### src/rtl/product_accumulator_pkg.sv
// product_accumulator_pkg: shared constants and FSM state type for the product accumulator
package product_accumulator_pkg;
  localparam int PROD_W = 16;
  typedef enum logic [1:0] {IDLE, ACCUM, HOLD} state_e;
endpackage

### src/rtl/pacc_sat_add.sv
// pacc_sat_add: W-bit unsigned add with carry out, clamping to all-ones when PRODUCT_ACCUMULATOR_SAT_EN is defined
// Ports: a, b (addends), sum (wrapped or clamped result), carry (carry out of bit W-1).
module pacc_sat_add #(
  parameter int W = 24
) (
  input  logic [W-1:0] a,
  input  logic [W-1:0] b,
  output logic [W-1:0] sum,
  output logic         carry
);
  logic [W:0] raw;
  always_comb begin
    raw   = {1'b0, a} + {1'b0, b};
    carry = raw[W];
`ifdef PRODUCT_ACCUMULATOR_SAT_EN
    sum   = carry ? '1 : raw[W-1:0];
`else
    sum   = raw[W-1:0];
`endif
  end
endmodule

### src/rtl/product_accumulator.sv
// product_accumulator: sums LEN unsigned 16-bit products and presents the result with a valid/ready handshake
// Ports: clk, rst (sync active-high); in_valid/in_ready/in_prod upstream beat; in_clear aborts the partial sum;
// out_valid/out_ready/out_sum/out_ovf downstream result. Define PRODUCT_ACCUMULATOR_SAT_EN for saturating sums.
module product_accumulator
  import product_accumulator_pkg::*;
#(
  parameter int LEN   = 8,
  parameter int ACC_W = 24
) (
  input  logic              clk,
  input  logic              rst,
  input  logic              in_valid,
  output logic              in_ready,
  input  logic [PROD_W-1:0] in_prod,
  input  logic              in_clear,
  output logic              out_valid,
  input  logic              out_ready,
  output logic [ACC_W-1:0]  out_sum,
  output logic              out_ovf
);
  localparam int CNT_W = 8;
  state_e           state_q, state_d;
  logic [ACC_W-1:0] acc_q, acc_d, prod_ext, add_sum;
  logic [CNT_W-1:0] cnt_q, cnt_d;
  logic             out_valid_q, out_valid_d, in_ready_q, in_ready_d;
  logic             fire, carry;
  assign prod_ext = ACC_W'(in_prod);
  assign fire     = in_valid && in_ready_q;
  pacc_sat_add #(.W(ACC_W)) u_add (
    .a     (acc_q),
    .b     (prod_ext),
    .sum   (add_sum),
    .carry (carry)
  );
  always_comb begin
    state_d = state_q;
    acc_d   = acc_q;
    cnt_d   = cnt_q;
    if (in_clear) begin
      state_d = IDLE;
      acc_d   = '0;
      cnt_d   = '0;
    end else begin
      case (state_q)
        IDLE: if (fire) begin
          acc_d   = prod_ext;
          cnt_d   = CNT_W'(1);
          state_d = (LEN == 1) ? HOLD : ACCUM;
        end
        ACCUM: if (fire) begin
          acc_d   = add_sum;
          cnt_d   = cnt_q + CNT_W'(1);
          state_d = (cnt_d == CNT_W'(LEN)) ? HOLD : ACCUM;
        end
        HOLD: state_d = out_ready ? IDLE : HOLD;
        default: state_d = IDLE;
      endcase
    end
    out_valid_d = (state_d == HOLD);
    in_ready_d  = (state_d != HOLD);
  end
  always_ff @(posedge clk) begin
    if (rst) begin
      state_q     <= IDLE;
      acc_q       <= '0;
      cnt_q       <= '0;
      out_valid_q <= 1'b0;
      in_ready_q  <= 1'b1;
    end else begin
      state_q     <= state_d;
      acc_q       <= acc_d;
      cnt_q       <= cnt_d;
      out_valid_q <= out_valid_d;
      in_ready_q  <= in_ready_d;
    end
  end
`ifdef PRODUCT_ACCUMULATOR_SAT_EN
  logic ovf_q, ovf_d;
  // sticky per result: restarts with the first beat of a new result
  always_comb
    ovf_d = (in_clear || (fire && state_q == IDLE)) ? 1'b0 : (ovf_q || (fire && state_q == ACCUM && carry));
  always_ff @(posedge clk) begin
    if (rst) ovf_q <= 1'b0;
    else     ovf_q <= ovf_d;
  end
  assign out_ovf = ovf_q && out_valid_q;
`else
  logic unused_carry;
  assign unused_carry = carry;
  assign out_ovf      = 1'b0;
`endif
  assign out_valid = out_valid_q;
  assign in_ready  = in_ready_q;
  assign out_sum   = acc_q;
endmodule

### config.mk
export PLATFORM = sky130hd
export DESIGN_NAME = product_accumulator
export DESIGN_NICKNAME = d
export VERILOG_FILES = /design/src/rtl/product_accumulator_pkg.sv /design/src/rtl/pacc_sat_add.sv /design/src/rtl/product_accumulator.sv
export SDC_FILE = /design/constraint.sdc
export NUM_CORES = 1
export LEC_CHECK = 0
export ABC_AREA = 1
export CORE_MARGIN = 3
export CORE_UTILIZATION = 38
export DETAILED_ROUTE_END_ITERATION = 16
export PLACE_DENSITY = 0.59
export SLEW_MARGIN = 20
export SYNTH_ARGS = -nofsm -noshare
export SYNTH_HDL_FRONTEND = slang
export SYNTH_HIERARCHICAL = 1
export SYNTH_SLANG_ARGS = --single-unit
### constraint.sdc
create_clock -name clk -period 4.7 [get_ports clk]
set_clock_uncertainty 0.2 [all_clocks]
set_input_delay 0.705 -clock clk [delete_from_list [all_inputs] [get_ports clk]]
set_output_delay 0.705 -clock clk [all_outputs]
set_load 0.02 [all_outputs]
==> flow_summary_export.csv <==
group,metric,value,unit
cells_and_area,drive_gt1_share,7.33,%
worst_setup_path,slowest_delay,430,ps
timing,tns,0,ps
synth,syn_inst,560,
power_and_ir_drop,power_density,205,nW/um2
worst_setup_path,crit_chain,"clkdlybuf4s50_1 > ha_1 > fa_1 > nand2_1 > nand2_1 > nand2_1 > o21ai_2 > nand2_1 > nand2_1 > nand2_1 > nand2_1 > o22ai_1 > a21oi_1",
worst_hold_path,min_path_cells,2,
clock_network,cts_sinks,36,
die,die-height,99.3,um
power_and_ir_drop,p_sw_share,32.7,%
timing,rsz0062_at_grt,"no",
power_and_ir_drop,p_leak,2.00,nW
timing,min_period,2680,ps
synth,syn_area_per_cell,5.90,um2
timing,period_share,56.9,%
clock_network,cts_hold_buf,0,
worst_setup_path,critPathKind,"input pin to register",
cells_and_area,n_fill_cell,915,
clock_network,cts-root-buf,"clkbuf_8",
global_route,grt_pass1_vias,3244,
routing,routed_via_density,4.78,
timing,relSlewSlack,64.2,%
power_and_ir_drop,p_comb_share,25.8,%
clock_network,clock_latency,300,ps
placement,hpwlAfterDp,6830,um
die,io_pins,48,
clock_network,clk_pin_slew,80,ps
clock_network,clockBufferDepth,2,
placement,io_buffers,46,
worst_hold_path,hold_class,"register to register",
routing,wl,8770,um
die,coreArea,8340,um2
worst_setup_path,crit_arrival,2660,ps
routing,routed-via-count,3440,
worst_setup_path,required,4680,ps
global_route,gr-usage-all-layers,18.4,%
worst_setup_path,reg2reg_depth,12,
power_and_ir_drop,ir_drop,0.114,mV
power_and_ir_drop,pwr-share-clk,35.2,%
routing,wl_per_cell,12.2,um
clock_network,cts_resized,0,
worst_setup_path,cpMaxStageDelayCell,"clkdlybuf4s50_1",
cells_and_area,layout_common_cells,"207 x nand2_1, 86 x inv_1, 46 x clkdlybuf4s50_1",
die,fp-row-count,33,
cells_and_area,nets,661,
power_and_ir_drop,p_switching,0.000268,W
worst_setup_path,start_kind,"input pin",
global_route,antenna_found_initial,0,
routing,drtPass1Iterations,4,
power_and_ir_drop,internal_power,0.000551,W
timing,fmax,0.374,GHz
worst_setup_path,critPathMaxFanout,3,
clock_network,numCtsBuffers,5,
global_route,grt_first_pass_wirelength,15100,um
synth,yosys_warnings,6,
outcome,status,"finished, final reports clean",
worst_setup_path,cpMostUsedCell,"nand2_1",
timing,final_hold_viol_count,0,
run,drv_cap,0,
power_and_ir_drop,p_seq_share,39.0,%
synth,syn-cell-area,3310,um2
clock_network,cts_tree,"yes",
die,start_util,39.6,%
die,die-area,9850,um2
timing,slew_viol_final,0,
routing,drt_iter0_drc,172,
clock_network,cts_setup_buffers,0,
clock_network,cts_max_level,2,
cells_and_area,layout_commonest_cell,"nand2_1",
timing,worstMarginPinSlew,537,ps
routing,drt_drc_violations_left,0,
die,fp.dieW,99.3,um
placement,place.gp.congestion,0.906,
routing,ant_nets,0,
cells_and_area,syn2layout_area_growth,21.0,%
worst_setup_path,cp-end-kind,"register",
global_route,grt-ovfl-total,0,
cells_and_area,final_util,48.0,%
global_route,grt_max_degree,36,
cells_and_area,num_antenna_cells,0,
timing,finalSetupViolations,0,
## routing by layer
layer	part of all wire, %	track usage, %	vias to the layer above
li1	-	-	1853
met1	50	24.7	1488
met2	44	29.6	88
met3	4.5	4.00	11
met4	1.4	5.78	0
met5	0	0	-
## power by group through the flow
stage	clock (W)	sequential, W	combinational, W
after floorplan	0	0.000333	0.000136
after global placement	0	0.000326	0.000209
after detailed placement	0	0.000326	0.000210
after CTS	0.000302	0.000319	0.000211
after global routing	0.000309	0.000321	0.000238
final	0.000288	0.000319	0.000212
## area by class of cell
cell class	instances	area [um2]	area share, %
multi-input combinational	430	2220	55.4
tap	105	131	3.28
clock inverter	3	42.5	1.06
inverter	92	345	8.63
timing repair buffer	48	475	11.9
clock buffer	5	68.8	1.72
sequential	36	721	18.0
## flip-flops by register name (all words and copies together), names as in the netlist
name / count
cnt_q: 8
in_ready: 1
out_sum: 24
out_valid: 1
state_q: 2
## critical path: cells and delay by family
family | cells | cell delay, ps
adder cells (fa/ha/maj) | 2 | 660
buffers and inverters | 1 | 430
AND/OR/NAND/NOR | 7 | 550
AO/OA/AOI/OAI | 3 | 320
## stage by stage
step                instances  worst slack (ps)  hold WS (ps)  power [W]  instance area (um2)
detailed placement        711              1730           282   0.000537                 3890
CTS                       719              2040           296   0.000832                 4000
floorplan                 568              2340           258   0.000470                 3340
finish                    719              2020           291   0.000819                 4000
global placement          711              1770           272   0.000535                 3890
global route              719              1860           308   0.000867                 4000
## path summary, 6_finish.rpt
check / start / slack, ps / end
worst max-delay path: in_prod[0] / 2020 / out_sum[12]$_SDFFE_PP0P_
worst min-delay path: out_sum[17]$_SDFFE_PP0P_ / 290 / out_sum[17]$_SDFFE_PP0P_
worst max register to register: out_sum[0]$_SDFFE_PP0P_ / 2530 / out_sum[12]$_SDFFE_PP0P_
worst min register to register: out_sum[17]$_SDFFE_PP0P_ / 290 / out_sum[17]$_SDFFE_PP0P_
Note: power is estimated with default switching activity, not from simulation.
